===== src/rtl/mem_arbiter_pkg.sv =====
// Shared types and constants for the unified-memory arbiter.
//   ProgramCounter : 32-bit address type used for fetch addresses
//   Signal         : single-bit control type
//   ArbState       : arbiter FSM states
//   Requester      : which port owns the current memory transaction
//   TIMEOUT_DATA   : read data returned when memory never acknowledges
package mem_arbiter_pkg;

    localparam int unsigned XLEN   = 32;
    localparam int unsigned WAIT_W = 4;

    typedef logic [XLEN-1:0] ProgramCounter;
    typedef logic            Signal;

    typedef enum logic [1:0] {
        IDLE    = 2'd0,
        BUSY_IF = 2'd1,
        BUSY_DM = 2'd2,
        RESP    = 2'd3
    } ArbState;

    typedef enum logic {
        REQ_IF = 1'b0,
        REQ_DM = 1'b1
    } Requester;

    localparam logic [XLEN-1:0] TIMEOUT_DATA = 32'hDEADBEEF;

endpackage


===== src/rtl/mem_arbiter.sv =====
// Round-robin arbiter sharing one memory port between instruction fetch (IF)
// and data memory (DM) requesters, with a wait-cycle timeout.
// Ports:
//   clk, rst (async, active-low)
//   if_req/if_addr -> if_rdata/if_ready          : fetch requester
//   dm_read/dm_write/dm_addr/dm_wdata
//                  -> dm_rdata/dm_ready          : data requester
//   mem_en/mem_we/mem_addr/mem_wdata,
//   mem_rdata/mem_ack                            : unified memory
//   stall_if/stall_m (combinational)             : pipeline stalls
//   err                                          : sticky timeout flag
module mem_arbiter
    import mem_arbiter_pkg::*;
#(
    parameter int unsigned MAX_WAIT = 15
) (
    input  logic          clk,
    input  logic          rst,
    input  logic          if_req,
    input  ProgramCounter if_addr,
    output logic [31:0]   if_rdata,
    output logic          if_ready,
    input  logic          dm_read,
    input  logic          dm_write,
    input  logic [31:0]   dm_addr,
    input  logic [31:0]   dm_wdata,
    output logic [31:0]   dm_rdata,
    output logic          dm_ready,
    output logic          mem_en,
    output logic          mem_we,
    output logic [31:0]   mem_addr,
    output logic [31:0]   mem_wdata,
    input  logic [31:0]   mem_rdata,
    input  logic          mem_ack,
    output logic          stall_if,
    output logic          stall_m,
    output logic          err
);

    ArbState             state_q,     state_d;
    Requester            last_q,      last_d;
    logic                mem_en_q,    mem_en_d;
    logic                mem_we_q,    mem_we_d;
    logic [XLEN-1:0]     mem_addr_q,  mem_addr_d;
    logic [XLEN-1:0]     mem_wdata_q, mem_wdata_d;
    logic [XLEN-1:0]     if_rdata_q,  if_rdata_d;
    logic [XLEN-1:0]     dm_rdata_q,  dm_rdata_d;
    logic                if_ready_q,  if_ready_d;
    logic                dm_ready_q,  dm_ready_d;
    logic                err_q,       err_d;
    logic [WAIT_W-1:0]   wait_q,      wait_d;

    logic                dm_pend_c;
    logic [WAIT_W-1:0]   wait_inc_c;
    logic                busy_c;
    logic                timeout_c;
    logic [XLEN-1:0]     resp_data_c;

    assign dm_pend_c  = dm_read | dm_write;
    assign wait_inc_c = wait_q + WAIT_W'(1);
    assign busy_c     = (state_q == BUSY_IF) || (state_q == BUSY_DM);
    // Timeout fires in the BUSY cycle whose miss would bring the count to MAX_WAIT,
    // so mem_en is held for exactly MAX_WAIT cycles.
    assign timeout_c  = busy_c && !mem_ack && (wait_inc_c == WAIT_W'(MAX_WAIT));
    assign resp_data_c = mem_ack ? mem_rdata : TIMEOUT_DATA;

    // Next-state, grant and capture logic
    always_comb begin
        state_d     = state_q;
        last_d      = last_q;
        mem_en_d    = mem_en_q;
        mem_we_d    = mem_we_q;
        mem_addr_d  = mem_addr_q;
        mem_wdata_d = mem_wdata_q;
        if_rdata_d  = if_rdata_q;
        dm_rdata_d  = dm_rdata_q;
        if_ready_d  = 1'b0;
        dm_ready_d  = 1'b0;
        err_d       = err_q;
        wait_d      = wait_q;

        case (state_q)
            IDLE: begin
                // DM wins unless IF is also pending and DM was served last
                if (dm_pend_c && (!if_req || (last_q == REQ_IF))) begin
                    state_d     = BUSY_DM;
                    last_d      = REQ_DM;
                    mem_en_d    = 1'b1;
                    mem_we_d    = dm_write;
                    mem_addr_d  = dm_addr;
                    mem_wdata_d = dm_wdata;
                    wait_d      = '0;
                end else if (if_req) begin
                    state_d     = BUSY_IF;
                    last_d      = REQ_IF;
                    mem_en_d    = 1'b1;
                    mem_we_d    = 1'b0;
                    mem_addr_d  = if_addr;
                    mem_wdata_d = '0;
                    wait_d      = '0;
                end
            end
            BUSY_IF, BUSY_DM: begin
                if (mem_ack || timeout_c) begin
                    state_d  = RESP;
                    mem_en_d = 1'b0;
                    mem_we_d = 1'b0;
                    if (timeout_c) begin
                        err_d = 1'b1;
                    end
                    if (state_q == BUSY_IF) begin
                        if_rdata_d = resp_data_c;
                        if_ready_d = 1'b1;
                    end else begin
                        // Stores leave the load data untouched
                        if (!mem_we_q) begin
                            dm_rdata_d = resp_data_c;
                        end
                        dm_ready_d = 1'b1;
                    end
                end else begin
                    wait_d = wait_inc_c;
                end
            end
            RESP: begin
                state_d = IDLE;
            end
            default: begin
                state_d = IDLE;
            end
        endcase
    end

    // Single state register for FSM, data latches and wait counter
    always_ff @(posedge clk or negedge rst) begin
        if (!rst) begin
            state_q     <= IDLE;
            last_q      <= REQ_IF;
            mem_en_q    <= 1'b0;
            mem_we_q    <= 1'b0;
            mem_addr_q  <= '0;
            mem_wdata_q <= '0;
            if_rdata_q  <= '0;
            dm_rdata_q  <= '0;
            if_ready_q  <= 1'b0;
            dm_ready_q  <= 1'b0;
            err_q       <= 1'b0;
            wait_q      <= '0;
        end else begin
            state_q     <= state_d;
            last_q      <= last_d;
            mem_en_q    <= mem_en_d;
            mem_we_q    <= mem_we_d;
            mem_addr_q  <= mem_addr_d;
            mem_wdata_q <= mem_wdata_d;
            if_rdata_q  <= if_rdata_d;
            dm_rdata_q  <= dm_rdata_d;
            if_ready_q  <= if_ready_d;
            dm_ready_q  <= dm_ready_d;
            err_q       <= err_d;
            wait_q      <= wait_d;
        end
    end

    assign mem_en    = mem_en_q;
    assign mem_we    = mem_we_q;
    assign mem_addr  = mem_addr_q;
    assign mem_wdata = mem_wdata_q;
    assign if_rdata  = if_rdata_q;
    assign dm_rdata  = dm_rdata_q;
    assign if_ready  = if_ready_q;
    assign dm_ready  = dm_ready_q;
    assign err       = err_q;

    // Stalls are combinational so the pipeline freezes in the request cycle itself
    assign stall_if = if_req & ~if_ready_q;
    assign stall_m  = dm_pend_c & ~dm_ready_q;

endmodule


===== config.mk =====
export PLATFORM = sky130hd
export DESIGN_NAME = mem_arbiter
export DESIGN_NICKNAME = d
export VERILOG_FILES = /design/src/rtl/mem_arbiter_pkg.sv /design/src/rtl/mem_arbiter.sv
export SDC_FILE = /design/constraint.sdc
export NUM_CORES = 1
export LEC_CHECK = 0
export CORE_UTILIZATION = 41
export CTS_BUF_LIST = sky130_fd_sc_hd__clkbuf_4 sky130_fd_sc_hd__clkbuf_8 sky130_fd_sc_hd__clkbuf_16
export DETAILED_ROUTE_END_ITERATION = 6
export GPL_ROUTABILITY_DRIVEN = 0
export PLACE_DENSITY = 0.81
export SYNTH_ARGS = -nofsm -noshare
export SYNTH_HDL_FRONTEND = slang
export SYNTH_SLANG_ARGS = --single-unit

===== constraint.sdc =====
create_clock -name clk -period 2.8 [get_ports clk]
set_clock_uncertainty 0.1 [all_clocks]
set_input_delay 0.28 -clock clk [delete_from_list [all_inputs] [get_ports clk]]
set_output_delay 0.28 -clock clk [all_outputs]
set_load 0.01 [all_outputs]

Word-level counts from Yosys, hierarchy flattened
Cells that the tools add are included.

Bits in registers: 140. Bits of input ports: 134. Output and inout bits: 135. Word-level logic and storage cells: 74.

$add $sub $neg: 1. Equal/unequal tests: 7. Multiplexer cells: 27. Bitwise gates (word level): 8. Reductions and logical operators: 19.

Operators with widths (number): 2-to-1 mux 32 bit (5); 2-to-1 mux 1 bit (12); 2-to-1 mux 4 bit (3); AND reduction 3 bit (4); one-hot mux 4 bit (2 select lines) (1); 2-to-1 mux 2 bit (3); one-hot mux 2 bit (3 select lines) (1); inverter 1 bit (5); adder 4 x 1 -> 4 bit, second input constant (1); equality test 2 bit, second input constant (2); equality test 4 bit, second input constant (1); inequality test 2 bit, second input constant (2); one-hot mux 1 bit (2 select lines) (2); AND reduction 2 bit (2); AND reduction 4 bit (1); nonzero test 2 bit (2); logical AND 1 bit (3); logical OR 1 bit (3); inequality test 3 bit, second input constant (1); bitwise AND 1 bit (2); equality test 2 x 1 -> 1 bit, second input constant (1); zero test 1 bit (2); zero test 2 bit (1); OR reduction 2 bit (1); bitwise OR 1 bit (1).

Longest topological paths before layout
Gate-level depths: netlist (run 1).

Depth after elaboration: 7. Gate-level depth with buffers: 10. Gate-level depth less buffers: 7.

Worst setup path after synthesis (run 1)
Ideal clock, no wire load.

Path kind: reg2reg. Start: reg state_q[0]. End: reg if_rdata_q[30] (netlist: if_rdata[30]). Library setup time: 127 ps. Arrival time: 1816 ps. Data required time: 2573 ps. Path slack: 757 ps. Cell stages (with the launch flop): 11. Buffers on the path: 3. Period minus slack after synthesis: 2043 ps. Path through: dfrtp_1 > inv_1 > ha_1 > buf_2 > and2_1 > a41oi_2 > or2_1 > buf_6 > inv_8 > buf_6 > o32a_2.

Longest elaborated chain between the ends: 6. Elaborated cells between the ends (all ways): 8. Classes of those cells: 2 x eq/ne; 6 x reduce/logical.

RTL lines: from (decl) (RTL line mem_arbiter.sv:40) `ArbState state_q, state_d;`; from (signal assigned) (RTL line mem_arbiter.sv:150) `state_q <= state_d;`; equality test 2 x 1 -> 1 bit or equality test 2 bit (tied branches) (RTL line mem_arbiter.sv:61, mem_arbiter.sv:82, mem_arbiter.sv:111); logical OR 1 bit (RTL line mem_arbiter.sv:61) `assign busy_c = (state_q == BUSY_IF) || (state_q == BUSY_DM);`; logical AND 1 bit (2 in a row) (RTL line mem_arbiter.sv:64) `assign timeout_c = busy_c && !mem_ack && (wait_inc_c == WAIT_W'(MAX_WAIT));`; logical OR 1 bit (RTL line mem_arbiter.sv:104) `if (mem_ack || timeout_c) begin`; AND reduction 3 bit (no source line) *; to (signal assigned) (RTL line mem_arbiter.sv:156) `if_rdata_q <= if_rdata_d;`; to (decl) (RTL line mem_arbiter.sv:46) `logic [XLEN-1:0] if_rdata_q, if_rdata_d;`.

Mark *: on every way between the ends. The rest lies on a longest branch, timed or not. A chain may end at the register's enable or synchronous reset.

Final worst setup path (run 1)
Start: in if_req. End: out stall_if.

Longest elaborated chain between the ends: 1.

RTL lines: from (decl) (RTL line mem_arbiter.sv:19) `input logic if_req,`; bitwise AND 1 bit (RTL line mem_arbiter.sv:176) `assign stall_if = if_req & ~if_ready_q;`; to (decl) (RTL line mem_arbiter.sv:35) `output logic stall_if,`.

Every way passes these cells.

==> reports/results.ini, run 1 <==
[timing]
period_minus_slack_ns=2.27
fmax_mhz=441
drv_slew=0
final.setup.tns_ns=0
finalCritPeriodShare_pct=81.0
hold_viol_final=0
slew_headroom_pct=22.3
setup_violations=0
rsz0062_at_grt=false
tightest_slew_ns=1.16
finalWorstSetupSlack_ns=0.531

[grt]
busiest_layer=met2
grt.met2_usage_pct=37.4
grt_max_degree=64
gr-usage-met3_pct=6.94
grt_pass1_vias=4827
grt_overflow=0
grt_pass1_wl_um=25600
use_met1_pct=29.8
grt.total_usage_pct=23.6
antenna_found_initial=0

[logic_synthesis]
ys_seq_elements=140
synth_top_area_share_pct=62.5
ys_async_sr_fraction_pct=100
synth-edff-count=0
synth_top_family_by_area=compound AO/OA/AOI/OAI gates
synth-seq-area-share_pct=62.5
synth_mux_area_share_pct=5.71
avgSynthCellArea_um2=12.8
synth_compound_area_share_pct=20.9
synthTopCellsByCount=dfrtp_1 (140), a22o_1 (49), o22a_1 (46)
synth-simple-area-share_pct=6.16
synth_warnings=0
synth_xor_area_share_pct=0.156
synthFlopType=dfrtp_1
synthCells=437
syn_area_um2=5610
synth_area_leaders=dfrtp_1 (63%), a22o_1 (7.7%), o22a_1 (7.2%)
yosysMostFrequentCell=dfrtp_1
synth_top_area_cell=dfrtp_1
syn_nets=576
synth_fa_ha_area_share_pct=1.12
synth.distinct_cells=45

[critical_path]
r2r_setup_slack_ns=0.56
path_common_cell=clkdlybuf4s50_1
slowest_delay_ns=0.68
crit_slowest_cell=clkdlybuf4s50_1
r2r_start=state_q[0]
crit_family=buffers and inverters
crit_chain=clkdlybuf4s50_1, nor2b_1, clkdlybuf4s50_1
end_kind=primary output
r2r_end=wait_q[2]
ff2ff_path_depth=6
crit_buf_inv=2
arrival_ns=1.89
critPathLaunchType=primary input
crit_required_ns=2.42
critical_path_class=in -> out
crit_path_max_fanout=6

[route]
drtPass1Iterations=4
ant_nets=0
avgViaCountPerCell=5.22
num_vias=4663
drc_errors=0
wl_um=15900
wire_per_inst_um=17.8
drt_iter0_drc=284

[clock_network]
cts.sinks=140
clk_pin_slew_worst_paths_ns=0.06
post_cts_resized=0
numCtsBuffers=17
cts_root_buffer=clkbuf_16
cts_tree=built
cts_buffer_depth=2
htree_levels=4
clock_latency_ns=0.42

[die]
io_pins=269
die_w_um=119
core_um2=13300
rows=42
die-area_um2=14100
fp.dieH_um=119
start_util_pct=42.2

[pwr]
irDropWorstVdd_v=0.000580
cellLeakagePower_nw=3.91
power_density_nw_per_um2=1170

[layout]
nFillCells=976
finalNetCount=844
drive_above_1_share_pct=7.52
syn_to_final_growth_pct=62.0
n_antenna_cell=0

[flow_run]
cap_violations=0

[outcome]
status=finished, final reports clean

[place]
dp_slack_ns=0.302
hpwl_um=11800
portBuffers=268

[hold_path]
hold_class=in -> async

[final cells by class]
type	count	area, um2	area share [%]
clock inverters	12	113	1.24
inverters	7	33.8	0.372
flip-flops and latches	140	3500	38.6
multi-input cells	259	1940	21.3
well taps	176	220	2.43
clock buffers	20	460	5.07
repair buffers	280	2810	31.0
[where the power goes]
group	switching, mW	internal [mW]
logic	2.18	2.78
registers	0.560	2.98
clock network	0.864	1.28
total	3.60	7.04
[sequential cells by signal, summed over array words and instances, names as in the netlist, 2 cells and up]
signal     cells
dm_rdata      32
if_rdata      32
mem_wdata     32
state_q        2
wait_q         4
mem_addr      32
[routing by layer]
metal / wire, um / up-vias / share of wire (%)
li1: - / 2159 / -
met1: 6580 / 2259 / 41
met2: 7700 / 208 / 48
met3: 1140 / 37 / 7.2
met4: 522 / 0 / 3.3
met5: 0 / - / 0
[timing repair]
action | CTS | global route
endpoints found under the hold margin | 61 | 0
hold buffers | 1 | 0
setup buffers | 0 | 0
[through the flow]
stage | util, % | hold slack, ns | power, mW | instances | cell area [um2]
2_1_floorplan | - | -0.116 | 5.87 | 437 | 5610
3_3_place_gp | 63.9 | 0.197 | 8.37 | 861 | 8500
3_5_place_dp | 63.9 | 0.206 | 8.57 | 861 | 8500
4_1_cts | 68.3 | 0.332 | 10.7 | 894 | 9080
5_1_grt | 68.3 | 0.356 | 11.2 | 894 | 9080
6_report | 68.3 | 0.322 | 10.6 | 894 | 9080
[placed cells by master (no fill, tap or decap), types with 4 or more instances in the layout]
cell type          n
clkdlybuf4s50_1  267
dfrtp_1          140
a22o_1            49
o22a_1            46
nand2_1           42
o21ai_0           33
mux2i_1           32
clkbuf_16         17
nor2_1             8
buf_4              8
inv_1              6
ha_1               5
nand3_1            4
[cells by family after synthesis]
family	count (synthesis)
and+or+nand+nor	73
muxes	32
AOI/OAI and AO/OA	148
xor gates and xnor gates	1
DFF	140
buffers and inverters	38
adders and majority gates	5
[worst max path at each step]
stage | startpoint | depth (start not counted) | endpoint
2_1_floorplan | state_q[0] | 10 | if_rdata[30]
6_report | if_req | 3 | stall_if
4_1_cts | if_req | 3 | stall_if
3_5_place_dp | dm_write | 4 | mem_wdata[26]
5_1_grt | state_q[1] | 6 | wait_q[2]
3_3_place_gp | dm_write | 4 | mem_wdata[11]
(Power assumes the default switching activity.)
==> run 2: changes to the inputs <==
- clock period: 2.8 -> 2.3 ns (I/O delays scaled with it)
==> reports/results.ini, run 2 (synthesis gave the netlist of run 1 again) <==
[outcome]
status=finished, final reports clean

[pwr]
total_power_mw=13.2
p_int_mw=8.83
cellLeakagePower_nw=3.96
p_seq_share_pct=32.6
switching_share_pct=33.3
p_sw_mw=4.42
power_density_nw_per_um2=1440
irDropWorstVdd_v=0.000594
pwr-share-comb_pct=46.0
clkPwrFrac_pct=21.4

[clock_network]
cts.sinks=140
cts_setup_buffers=0
numCtsBuffers=17
clock_latency_ns=0.40
cts_tree=built
post_cts_resized=0
cts_buffer_depth=2
htree_levels=4
cts_root_buffer=clkbuf_16
clk_pin_slew_worst_paths_ns=0.06

[grt]
grt_max_degree=89
grt.total_usage_pct=23.3
grt_pass1_vias=4860
grt_pass1_wl_um=25400
grt_overflow=0
antenna_found_initial=0

[flow_run]
cap_violations=0

[die]
fp.dieH_um=119
die_w_um=119
die-area_um2=14100
core_um2=13300
io_pins=269
start_util_pct=42.2
rows=42

[critical_path]
critPathLaunchType=register
crit_required_ns=2.49
worstSetupStartpoint=state_q[1]
critical_path_class=reg -> reg
r2r_start=state_q[1]
arrival_ns=2.35
crit_path_max_fanout=25
end_kind=register

[timing]
finalCritPeriodShare_pct=93.9
period_minus_slack_ns=2.16
slew_headroom_pct=61.6
hold_viol_final=0
drv_slew=0
tightest_slew_ns=0.573
fmax_mhz=463
setup_violations=0
rsz0062_at_grt=false
final.setup.tns_ns=0

[route]
drtPass1Iterations=4
drt_iter0_drc=213
avgViaCountPerCell=5.20
num_vias=4674
drc_errors=0
ant_nets=0
wl_um=15900
wire_per_inst_um=17.6

[layout]
drive_above_1_share_pct=8.16
finalNetCount=849
final_util_pct=69.1
layout_commonest_cell=clkdlybuf4s50_1
syn_to_final_growth_pct=64.0
most-common-layout-cells=clkdlybuf4s50_1 (267), dfrtp_1 (140), a22o_1 (49)
n_antenna_cell=0

[place]
hpwl_um=11700
portBuffers=268

[hold_path]
hold_class=in -> async

## run 2: cell types whose count changed in the layout (fill, tap and decap cells not counted)
cell	previous run	this run
inv_8	1	2
clkbuf_4	1	0
bufinv_16	1	3
buf_4	8	11
inv_6	3	4
clkbuf_8	2	1
buf_12	3	5
clkinv_2	3	1
## run 2: layer usage
layer / global-route usage, % / up-vias / wire length, um
li1: - / 2166 / -
met1: 27.1 / 2272 / 6200
met2: 40.1 / 210 / 8120
met3: 7.47 / 26 / 1210
met4: 8.39 / 0 / 335
met5: 0 / - / 0
## run 2: critical path, cell delays in order, from the launching register on
cell	delay, ns
dfrtp_1	0.36
inv_1	0.12
ha_1	0.27
and2_1	0.17
a41oi_2	0.18
or2_1	0.44
inv_8	0.14
o22a_1	0.24
## run 2: worst paths after layout
path | end | slack (ns) | cells after the start
worst min register to register | mem_addr[16] | 0.38 | 2
worst min-delay path | dm_rdata[14] | 0.19 | 2
min in group clk | mem_wdata[21] | 0.32 | 2
max in group asynchronous | mem_addr[1] | 1.22 | 3
worst max register to register | if_rdata[7] | 0.14 | 7
worst max-delay path | if_rdata[7] | 0.14 | 7
## run 2: area by class of cell
type	instances	area (um2)
Inverter	7	33.8
Timing Repair Buffer	285	2880
Clock buffer	18	439
Multi-Input combinational cell	259	1940
Sequential cell	140	3500
Clock inverter	14	183
Fill cell	971	4100
Tap cell	176	220
## run 2: stage by stage
step / instances / hold WS [ns] / worst slack, ns / cell area [um2]
4_1_cts: 899 / 0.199 / 0.132 / 9190
2_1_floorplan: 437 / -0.166 / 0.257 / 5610
3_3_place_gp: 866 / 0.0599 / 0.184 / 8560
5_1_grt: 899 / 0.212 / 0.00449 / 9190
3_5_place_dp: 866 / 0.0588 / 0.110 / 8560
6_report: 899 / 0.192 / 0.141 / 9190
## run 2: power groups by stage
stage	Clock, mW	Sequential [mW]	Combinational (mW)
final	2.83	4.32	6.09
after global routing	2.99	4.47	6.53
after CTS	2.88	4.33	6.17
after detailed placement	0	4.36	6.13
after global placement	0	4.28	5.96
after floorplan	0	4.75	2.40
## run 2: what timing repair did
item	in CTS	in global routing
endpoints found under the setup margin	0	0
hold endpoints to repair	36	0
hold buffers	1	0
==> variant, RTL diff (settings of run 1) <==
The package constant `WAIT_W` goes from 4 to 6.
--- a/src/rtl/mem_arbiter_pkg.sv
+++ b/src/rtl/mem_arbiter_pkg.sv
@@ -7,7 +7,7 @@
 package mem_arbiter_pkg;
 
     localparam int unsigned XLEN   = 32;
-    localparam int unsigned WAIT_W = 4;
+    localparam int unsigned WAIT_W = 6;
 
     typedef logic [XLEN-1:0] ProgramCounter;
     typedef logic            Signal;
Behaviour: same outputs for any inputs over 4 cycles, from zero or initial values and one cycle with rst low; that may be too few to reach the edited logic, so the function may still have changed.
==> variant against run 1 <==
Worst hold slack better by 38 ps. Wire length is 1.1% lower. Total power is 0.79% lower. Highest routed layer unchanged. Cell area is 0.39% higher. Setup slack worse by 330 ps. Global-route usage is 1.1 points lower. Synthesized area is 1.4% higher. Critical endpoint is now if_rdata[31]$_DFFE_PN0P_. Sequential cell count is 2 higher. Largest cell class unchanged.
==> variant: results (changes against run 1) <==
synthesized area per cell 12.7 µm² (was 12.8 µm²); Crit path largest cell delay 460 ps (was 680 ps); final hold vios 0 (unchanged); number of cell instances on the worst register-to-register path 7 (was 6); worst voltage drop across the vdd grid 689 µV (was 580 µV); Worst Hold Slack 360 ps (was 322 ps); clock latency reported for the late side of the worst-skew pair 410 ps; via count 4665 (was 4663); FF-to-FF setup slack 200 ps (was 560 ps); share of synthesized area occupied by flip-flops and latches 62.5% (about the same); leakage power 3.94 nW (was 3.91 nW); routed metal-1 wire length 6.55 mm (was 6.58 mm); pin count of the biggest net entering global routing 99 (was 64); synthesized net count 586 (was 576); endpoint of the worst-slack reg-to-reg timing path if_rdata[31]$_DFFE_PN0P_ (was wait_q[2]$_DFFE_PN0P_); first-pass GRT wire length 24.8 mm (was 25.6 mm); met1 layer usage reported by global route 28.3% (was 29.8%); Critical Path AT 2850 ps (was 1890 ps); vias in the first global route 4883 (was 4827); most numerous cell types in the synthesized netlist sky130_fd_sc_hd__dfrtp_1 (142), sky130_fd_sc_hd__a22o_1 (49), sky130_fd_sc_hd__o22a_1 (48) (was sky130_fd_sc_hd__dfrtp_1 (140), sky130_fd_sc_hd__a22o_1 (49), sky130_fd_sc_hd__o22a_1 (46)); total internal power 6.97 mW (was 7.04 mW); post-placement cell area 8540 µm² (was 8500 µm²); number of distinct library cell variants in the gate-level netlist after synthesis 42 (was 45); Synth area leaders sky130_fd_sc_hd__dfrtp_1 (63%), sky130_fd_sc_hd__a22o_1 (7.6%), sky130_fd_sc_hd__o22a_1 (7.4%) (was sky130_fd_sc_hd__dfrtp_1 (63%), sky130_fd_sc_hd__a22o_1 (7.7%), sky130_fd_sc_hd__o22a_1 (7.2%)); master of the slowest instance on the critical path sky130_fd_sc_hd__dfrtp_1 (was sky130_fd_sc_hd__clkdlybuf4s50_1); run status finished clean (unchanged); first element of the critical path wait_q[1]$_DFFE_PN0P_ (was if_req); Pwr per Cell Area 1160 nW/µm² (was 1170 nW/µm²); routed wire length 15.8 mm (was 15.9 mm); sequential power share 33.9% (was 33.3%); crit path max fanout 25 (was 6); top routing layer used met4 (unchanged); routed length on met3 1.02 mm (was 1.14 mm); layout cells sized above 1 6.63% (was 7.52%); Non-Filler Instances 900 (was 894); Layout fillers 960 (was 976); WS Path Type flop to flop (was input pin to primary output); GRT Overall Usage 22.5% (was 23.6%); Global Route met3 Usage 5.51% (was 6.94%); global-route track usage on met2 37.2% (was 37.4%); Relative slew margins 16.6% (was 22.3%); amount of wire on met2 after detailed routing 7.92 mm (was 7.70 mm); violation count after the first detailed-routing iteration 254 (was 284); DP Wirelength 11.3 mm (was 11.8 mm)
-- variant: changes by cell type in the layout (fill, tap and decap cells not counted), moves of 2 or more --
cell                              run 1  this run
sky130_fd_sc_hd__dfrtp_1            140       142
sky130_fd_sc_hd__mux2i_1             32        36
sky130_fd_sc_hd__buf_4                8         5
sky130_fd_sc_hd__o211ai_1             2         0
sky130_fd_sc_hd__nand4_1              3         1
sky130_fd_sc_hd__nand2_1             42        40
sky130_fd_sc_hd__o22a_1              46        48
sky130_fd_sc_hd__o21ai_0             33        42
sky130_fd_sc_hd__a21o_1               3         1
-- variant: final cells by class --
| class | instances | share of cell area (%) |
|---|---|---|
| Clock inverter | 11 | 1.19 |
| Clock buffer | 20 | 5.05 |
| Tap cell | 176 | 2.42 |
| Multi-Input combinational cell | 267 | 21.6 |
| Sequential cell | 142 | 39.0 |
| Timing Repair Buffer | 276 | 30.4 |
| Inverter | 8 | 0.329 |
-- variant: metrics by stage --
| step | setup WS, ps | total power, mW |
|---|---|---|
| finish | 199 | 10.6 |
| detailed placement | 241 | 8.44 |
| CTS | 255 | 10.6 |
| floorplan | 760 | 5.83 |
| global placement | 361 | 8.26 |
| global route | 33.0 | 11.1 |
-- variant: worst max-delay path, delay by kind of cell, from the launching register on --
kind / cells / cell delay, ps
buf+inv: 1 / 440
flops: 1 / 460
fa+ha+maj: 1 / 300
simple gates: 2 / 430
xor+xnor: 1 / 160
compound gates: 2 / 630
-- variant: cells by family after synthesis --
family / Yosys count / share of synthesized area (%)
XOR/XNOR: 2 / 0.308
AO/OA/AOI/OAI: 153 / 20.5
flip-flops: 142 / 62.5
adder cells (fa/ha/maj): 5 / 1.10
buffers and inverters: 38 / 3.24
multiplexers: 36 / 6.34
AND/OR/NAND/NOR: 71 / 5.94
